<file path="config.mk">
export PLATFORM = sky130hd
export DESIGN_NAME = alu_arbiter
export DESIGN_NICKNAME = d
export VERILOG_FILES = /design/src/rtl/alu_arbiter.sv
export SDC_FILE = /design/constraint.sdc
export NUM_CORES = 1
export LEC_CHECK = 0
export ABC_AREA = 1
export ABC_CLOCK_PERIOD_IN_PS = 2550
export BUFFER_PORTS_ARGS = -buffer_cell sky130_fd_sc_hd__buf_2
export CORE_AREA = 2 2 316 318
export CTS_BUF_LIST = sky130_fd_sc_hd__clkbuf_16
export DETAILED_ROUTE_END_ITERATION = 16
export DIE_AREA = 0 0 318 320
export PLACE_DENSITY = 0.39
export SLEW_MARGIN = 20
export SYNTH_ARGS = -nofsm -noshare
export SYNTH_HDL_FRONTEND = slang
export SYNTH_SLANG_ARGS = --single-unit
export TNS_END_PERCENT = 10
</file>
<file path="constraint.sdc">
create_clock -name clk -period 2.55 [get_ports clk]
set_clock_uncertainty 0.15 [all_clocks]
set_input_delay 0.51 -clock clk [delete_from_list [all_inputs] [get_ports clk]]
set_output_delay 0.51 -clock clk [all_outputs]
set_load 0.02 [all_outputs]
</file>
<file path="src/rtl/alu_arbiter.sv">
// Round-robin arbiter that shares one combinational ALU among NUM_REQ requesters.
// Operands and control are registered onto the ALU; the result returns through a per-requester handshake.
module alu_arbiter #(
    parameter int NUM_REQ    = 4,
    parameter int DATA_WIDTH = 64
) (
    input  logic                          clk,
    input  logic                          rst_n,
    input  logic [NUM_REQ-1:0]            req_valid,
    output logic [NUM_REQ-1:0]            req_ready,
    input  logic [NUM_REQ*DATA_WIDTH-1:0] req_data_1,
    input  logic [NUM_REQ*DATA_WIDTH-1:0] req_data_2,
    input  logic [NUM_REQ*4-1:0]          req_control,
    output logic [NUM_REQ-1:0]            rsp_valid,
    input  logic [NUM_REQ-1:0]            rsp_ready,
    output logic [DATA_WIDTH-1:0]         rsp_result,
    output logic                          rsp_error,
    output logic [DATA_WIDTH-1:0]         alu_data_1,
    output logic [DATA_WIDTH-1:0]         alu_data_2,
    output logic [3:0]                    alu_control,
    input  logic [DATA_WIDTH-1:0]         alu_result
);

    localparam int IDX_W = (NUM_REQ > 1) ? $clog2(NUM_REQ) : 1;
    localparam logic [3:0] CTRL_NOP = 4'b1111;
    localparam logic [IDX_W-1:0] LAST_RST = IDX_W'(NUM_REQ - 1);
    localparam logic [NUM_REQ-1:0] ONE_HOT_0 = {{(NUM_REQ-1){1'b0}}, 1'b1};

    typedef enum logic [1:0] {
        ST_IDLE = 2'd0,
        ST_EXEC = 2'd1,
        ST_RESP = 2'd2
    } state_t;

    function automatic logic code_legal(input logic [3:0] code);
        case (code)
            4'b0000, 4'b0001, 4'b0010, 4'b0110: code_legal = 1'b1;
            default:                            code_legal = 1'b0;
        endcase
    endfunction

    state_t                  state_r;
    state_t                  state_s;
    logic [IDX_W-1:0]        last_grant_r;
    logic [IDX_W-1:0]        owner_r;
    logic                    err_r;
    logic [DATA_WIDTH-1:0]   alu_data_1_r;
    logic [DATA_WIDTH-1:0]   alu_data_2_r;
    logic [3:0]              alu_control_r;
    logic [NUM_REQ-1:0]      rsp_valid_r;
    logic [DATA_WIDTH-1:0]   rsp_result_r;
    logic                    rsp_error_r;

    logic [DATA_WIDTH-1:0]   d1_arr_s [NUM_REQ];
    logic [DATA_WIDTH-1:0]   d2_arr_s [NUM_REQ];
    logic [3:0]              ctrl_arr_s [NUM_REQ];
    logic                    win_found_s;
    logic [IDX_W-1:0]        win_idx_s;
    logic [IDX_W-1:0]        cand_s;
    logic [NUM_REQ-1:0]      grant_s;
    logic                    fire_s;
    logic [3:0]              win_code_s;

    for (genvar g = 0; g < NUM_REQ; g++) begin : g_unpack
        assign d1_arr_s[g]   = req_data_1[g*DATA_WIDTH +: DATA_WIDTH];
        assign d2_arr_s[g]   = req_data_2[g*DATA_WIDTH +: DATA_WIDTH];
        assign ctrl_arr_s[g] = req_control[g*4 +: 4];
    end

    // Round-robin winner search; walking offsets downwards lets the nearest valid requester after last_grant win.
    always_comb begin
        win_found_s = |req_valid;
        win_idx_s   = {IDX_W{1'b0}};
        cand_s      = {IDX_W{1'b0}};
        for (int k = NUM_REQ; k >= 1; k--) begin
            cand_s    = IDX_W'((int'(last_grant_r) + k) % NUM_REQ);
            win_idx_s = req_valid[cand_s] ? cand_s : win_idx_s;
        end
    end

    // Grant is only offered while idle, one-hot on the winner.
    always_comb begin
        grant_s    = ONE_HOT_0 << win_idx_s;
        fire_s     = (state_r == ST_IDLE) && win_found_s;
        win_code_s = ctrl_arr_s[win_idx_s];
        if (fire_s) begin
            req_ready = grant_s;
        end else begin
            req_ready = {NUM_REQ{1'b0}};
        end
    end

    // Next-state logic for the issue / execute / respond sequence.
    always_comb begin
        state_s = state_r;
        case (state_r)
            ST_IDLE: begin
                if (fire_s) state_s = ST_EXEC;
                else        state_s = ST_IDLE;
            end
            ST_EXEC: state_s = ST_RESP;
            ST_RESP: begin
                if (rsp_ready[owner_r]) state_s = ST_IDLE;
                else                    state_s = ST_RESP;
            end
            default: state_s = ST_IDLE;
        endcase
    end

    // State register.
    always_ff @(posedge clk or negedge rst_n) begin
        if (!rst_n) begin
            state_r <= ST_IDLE;
        end else begin
            state_r <= state_s;
        end
    end

    // Datapath: issue onto the ALU, capture the result, then hold the response until it is taken.
    always_ff @(posedge clk or negedge rst_n) begin
        if (!rst_n) begin
            last_grant_r  <= LAST_RST;
            owner_r       <= {IDX_W{1'b0}};
            err_r         <= 1'b0;
            alu_data_1_r  <= {DATA_WIDTH{1'b0}};
            alu_data_2_r  <= {DATA_WIDTH{1'b0}};
            alu_control_r <= CTRL_NOP;
            rsp_valid_r   <= {NUM_REQ{1'b0}};
            rsp_result_r  <= {DATA_WIDTH{1'b0}};
            rsp_error_r   <= 1'b0;
        end else begin
            case (state_r)
                ST_IDLE: begin
                    if (fire_s) begin
                        alu_data_1_r <= d1_arr_s[win_idx_s];
                        alu_data_2_r <= d2_arr_s[win_idx_s];
                        owner_r      <= win_idx_s;
                        // An illegal code never reaches the ALU, which therefore sees no transition.
                        if (code_legal(win_code_s)) begin
                            alu_control_r <= win_code_s;
                            err_r         <= 1'b0;
                        end else begin
                            alu_control_r <= CTRL_NOP;
                            err_r         <= 1'b1;
                        end
                    end
                end
                ST_EXEC: begin
                    rsp_result_r  <= err_r ? {DATA_WIDTH{1'b0}} : alu_result;
                    rsp_error_r   <= err_r;
                    rsp_valid_r   <= ONE_HOT_0 << owner_r;
                    alu_control_r <= CTRL_NOP;
                end
                ST_RESP: begin
                    if (rsp_ready[owner_r]) begin
                        last_grant_r <= owner_r;
                        rsp_valid_r  <= {NUM_REQ{1'b0}};
                        rsp_error_r  <= 1'b0;
                    end
                end
                default: begin
                    alu_control_r <= CTRL_NOP;
                end
            endcase
        end
    end

    assign alu_data_1  = alu_data_1_r;
    assign alu_data_2  = alu_data_2_r;
    assign alu_control = alu_control_r;
    assign rsp_valid   = rsp_valid_r;
    assign rsp_result  = rsp_result_r;
    assign rsp_error   = rsp_error_r;

endmodule

</file>
# Word-level counts from Yosys, hierarchy flattened

Cells that the tools add are included.

$add $sub $neg: 4
$lt $le $gt $ge: 6
Eq/ne operators: 7
Shift-type cells: 2
Mux-type cells: 39
Bitwise gates (word level): 2
Reductions and logical operators: 10

Operators by type and width:

| operator                                                    | count |
|---|---|
| 2-to-1 mux 64 bit                                           | 5 |
| binary-select mux 64 bit (select 2 bit)                     | 2 |
| 2-to-1 mux 4 bit                                            | 6 |
| case mux 4 bit (2 select lines)                             | 2 |
| less-than comparator 2 x 3 -> 1 bit (second input constant) | 5 |
| 2-to-1 mux 1 bit                                            | 11 |
| binary-select mux 1 bit (select 2 bit)                      | 5 |
| 2-to-1 mux 2 bit                                            | 5 |
| binary-select mux 4 bit (select 2 bit)                      | 1 |
| AND reduction 2 bit                                         | 4 |
| OR reduction 4 bit                                          | 2 |
| left shift 1 x 2 -> 4 bit (first input constant)            | 2 |
| case mux 2 bit (3 select lines)                             | 1 |
| adder 2 x 1 -> 2 bit (second input constant)                | 2 |
| adder 2 bit (second input constant)                         | 2 |
| == test 4 x 1 -> 1 bit (second input constant)              | 1 |
| == test 4 x 2 -> 1 bit (second input constant)              | 1 |
| == test 4 x 3 -> 1 bit (second input constant)              | 1 |
| zero test 4 bit                                             | 1 |
| != test 2 bit (second input constant)                       | 2 |
| greater-or-equal comparator 3 bit (second input constant)   | 1 |
| inverter 2 -> 3 bit                                         | 1 |
| == test 2 x 1 -> 1 bit (second input constant)              | 1 |
| == test 2 bit (second input constant)                       | 1 |
| other kinds (5)                                             | 5 |

Register bits after elaboration: 208
Input bits: 602
Output and inout port bits: 205
Word-level logic and storage cells: 80

# Longest topological paths before layout

Depth after elaboration: 19
Mapped depth: 19

# Least setup slack after synthesis

No wires, ideal clock.

Kind: reg-to-output
Start point: reg last_grant_r[0]
End point: out req_ready[0]
Arrival time: 1.847 ns
Data required time: 1.890 ns
Setup slack: 0.043 ns
Cell stages (with the launch flop): 13
Cell sequence: dfstp_2 -> buf_6 -> inv_6 -> nand2_1 -> nand2_1 -> nand2_1 -> nand2_1 -> nor2_1 -> nand2_1 -> nand2_1 -> nand2_1 -> nor2_1 -> clkbuf_1

Word-level cells in the longest chain between the ends: 9
Elaborated cells between the ends (all ways): 18
Those cells by class: 4 x add/sub; 1 x shift; 13 x mux

Ends and longest elaborated chain:

| what                                   | RTL line | source |
|---|---|---|
| start, declared                        | 44       | `logic [IDX_W-1:0] last_grant_r;` |
| start signal, assigned                 | 156      | `last_grant_r <= owner_r;` |
| adder 2 x 1 -> 2 bit                   | 76       | `cand_s = IDX_W'((int'(last_grant_r) + k) % NUM_REQ);` |
| binary-select mux 1 bit (select 2 bit) | 77       | `win_idx_s = req_valid[cand_s] ? cand_s : win_idx_s;` |
| 2-to-1 mux 1 bit (implied by the code) | 77       |  |
| 2-to-1 mux 2 bit (3 in series)         | 77       |  |
| 2-to-1 mux 2 bit (*)                   | 77       |  |
| left shift 1 x 2 -> 4 bit (*)          | 83       | `grant_s = ONE_HOT_0 << win_idx_s;` |
| 2-to-1 mux 4 bit (*)                   | 86       | `if (fire_s) begin` |
| end, declared                          | 10       | `output logic [NUM_REQ-1:0] req_ready,` |

Mark *: on every way between the ends. The rest lies on a longest branch, timed or not. The select of a mux whose other input is x is not followed.

# Worst setup path after layout

Same ends and word-level chain as after synthesis.

==> impl_results.md <==
* Status: finished with violations
* Failing checks: setup timing
* Post-Synthesis Cells at 1,508
* Worst setup EP type: output port
* CORE AREA at 98,000 µm²
* Worst-path fanout max at 6
* Final setup fails at 72
* Clock latency on the worst-skew pair at 0.62 ns
* Die X at 318 µm
* Combinational fraction of design power at 66.3%
* Number of distinct library cells after synthesis at 32
* Pleak at 10.7 nW
* Design Area, Final at 22,500 µm²
* 1st-pass router iterations at 7
* Die area at 102,000 µm²
* Initial antenna violation count at 15
* RD Place Congestion at 0.866
* Post-synth top flop: dfrtp_1
* RSZ-0062 raised after global routing: yes
* Share of cells above drive strength 1 at 42.0%
* Worst path required time at 1.89 ns
* HPWL after detailed placement at 54.2 mm
* Vias in the first global route at 15,697
* DRC errors left at 0
* Sw Ratio at 49.3%
* DR iter-0 viols at 756
* Critical path startpoint category: register
* H-tree Lvls at 1
* Fin. max-slew vios at 0
* Worst EP arrival at 2.34 ns
* Max transition margin at 44.8%
* I/O Buffers at 806
* Final ANT Viol Nets at 0
* Period minus WS final at 3.00 ns
* Switch Pwr at 15.4 mW
* Reg clk slew, reported paths at 0.06 ns
* Share of the synthesized area in the top cell type at 45.3%
* Global Route Usage Sum at 13.1%
* Register-to-Register Path Depth at 18
* Yosys warnings at 0
* Hold Crit Class: in -> reg
* Power per cell area at 1390 nW/µm²
* Yosys top cell by area: dfrtp_1
* Clock power share at 14.4%
* Routed wire per std cell at 18.5 µm
* Initial Utilization at 11.4%
* CTS tree: built
* CTS Buf Count at 30
* Util after Layout at 23.0%
* Worst setup margin at -0.452 ns
* NumNets Final at 3,244
* Area growth, synth to finish at 102%
* Placement Cell Area at 17,300 µm²
* Crit Path Category: reg -> out
* Period utilization at 118%
* Synthesized area at 11,200 µm²
* Max Clk Rate at 333 MHz
* Total power at 31.3 mW
* Vias per inst at 3.87
* Internal power at 15.9 mW
* Post-synthesis sequential area ratio at 46.7%
* Row count at 115
* First-pass GRT wire length at 102 mm
* Syn nets at 2,110
* Share of async-settable or async-resettable flops after synthesis at 100%
* Die Span Y at 320 µm
* I/O Pins at 807
* Maximum clock path buffer count at 3
* Post-synth EDFFs at 0
* Largest net degree at the start of global routing at 71
* Final wirelength at 73.2 mm
* Gr ovfl total at 0
* Clock Sinks at 208
* Final hold vios at 0
* Slew @ Worst Pin at 0.829 ns
* Share of power burned in registers at 19.3%
* Peak VDD IR at 758 µV
* Max cap viols at 0
* Seq cells post-synth at 208
* Avg Inst Size Synth at 7.40 µm²
* Top post-synthesis cells by area: dfrtp_1, nand2_1, nor2_1, o21ai_0, nand4_1
* Commonest non-fill, non-tap cell in the layout: buf_2
* Vias at 15,341
* Clock Tree Root: clkbuf_16
* Hold Path Depth at 3
* Most frequent cells in the layout: buf_2, nand2_1, dlygate4sd3_1
-- metrics by stage --
stage	hold WS [ns]	cells	worst slack [ns]	setup TNS, ns
2_1_floorplan	0.0644	1508	0.0431	0
3_3_place_gp	0.310	3574	-0.243	-16.83
3_5_place_dp	0.308	3574	-0.272	-16.85
4_1_cts	0.000244	3933	-0.542	-6.59
5_1_grt	0.0313	3958	-0.586	-19.86
6_report	0.0574	3960	-0.452	-5.98
-- kinds of logic after synthesis --
logic type | synth area share [%]
and+or+nand+nor | 29.3
AOI/OAI and AO/OA | 18.1
DFF | 46.7
buffers and inverters | 5.84
-- what timing repair did --
action	in CTS	in global routing
buffers inserted	14	11
pin swaps	18	36
endpoints found under the setup margin	124	137
resized for setup	66	199
hold buffers	290	2
cloned	0	8
endpoints found under the hold margin	199	2
-- flip-flops by register name (all words and copies together), names as in the netlist --
register and flops:
alu_control 4, alu_data_1 64, alu_data_2 64, err_r 1, last_grant_r 2, owner_r 2
rsp_error 1, rsp_result 64, rsp_valid 4, state_r 2
-- power by group through the flow --
stage | registers [mW] | logic (mW) | clock network [mW]
finish | 6.04 | 20.7 | 4.50
global route | 6.24 | 22.5 | 4.81
CTS | 6.04 | 18.4 | 4.72
detailed placement | 6.07 | 17.4 | 0
global placement | 6.08 | 17.4 | 0
floorplan | 7.82 | 7.99 | 0
-- per-layer routing --
metal,global-route usage (%),up-vias,part of all wire (%)
met4,4.30,12,3.5
met1,15.5,7179,40
met3,3.19,145,7.2
met2,22.9,682,49
met5,0,-,0.094
li1,-,7323,-
-- final timing paths --
check	start	endpoint	slack (ns)
setup reg to reg	last_grant_r[0]	alu_data_2[62]	-0.17
max in group asynchronous	rst_n	alu_control[0]	1.29
setup / recovery	last_grant_r[0]	req_ready[0]	-0.45
min in group asynchronous	rst_n	rsp_result[3]	0.25
hold reg to reg	rsp_result[34]	rsp_result[34]	0.33
hold / removal	req_data_2[67]	alu_data_2[3]	0.06
-- area by class of cell --
| class | instances | area, µm² |
|---|---|---|
| Clock buffer | 30 | 751 |
| Fill cell | 10989 | 75500 |
| Timing Repair Buffer | 1215 | 8540 |
| Sequential cell | 208 | 5210 |
| Multi-Input combinational cell | 1155 | 5950 |
| Clock inverter | 26 | 279 |
| Inverter | 32 | 145 |
| Tap cell | 1287 | 1610 |
| Antenna cell | 7 | 17.5 |
-- cell usage after synthesis, types with 2 or more instances --
library cell and instances:
nand2_4 2, nand4_1 57, o211ai_1 38, nor2_2 3
nand2_1 415, o21ai_1 7, buf_2 30, inv_1 26
inv_2 5, nor2_1 296, buf_6 6, clkbuf_1 57
a21o_1 23, dfrtp_1 202, buf_1 14, buf_4 5
dfstp_2 6, nand2_2 3, o31ai_1 2, a22oi_1 35
a31oi_1 34, o21ai_0 207, nand3b_1 2, nand3_1 25
-- critical path, stage by stage (launching register included) --
cell	delay (ns)
dfstp_2	0.57
buf_6	0.13
inv_8	0.05
nand2_4	0.06
nand2_4	0.05
nand2_2	0.09
nand2_4	0.07
nor2_4	0.10
nand2_4	0.07
nand2_8	0.09
nand2_8	0.08
nor2_4	0.13
buf_12	0.12
buf_8	0.11
No activity file was read; power rests on OpenSTA's default activity.
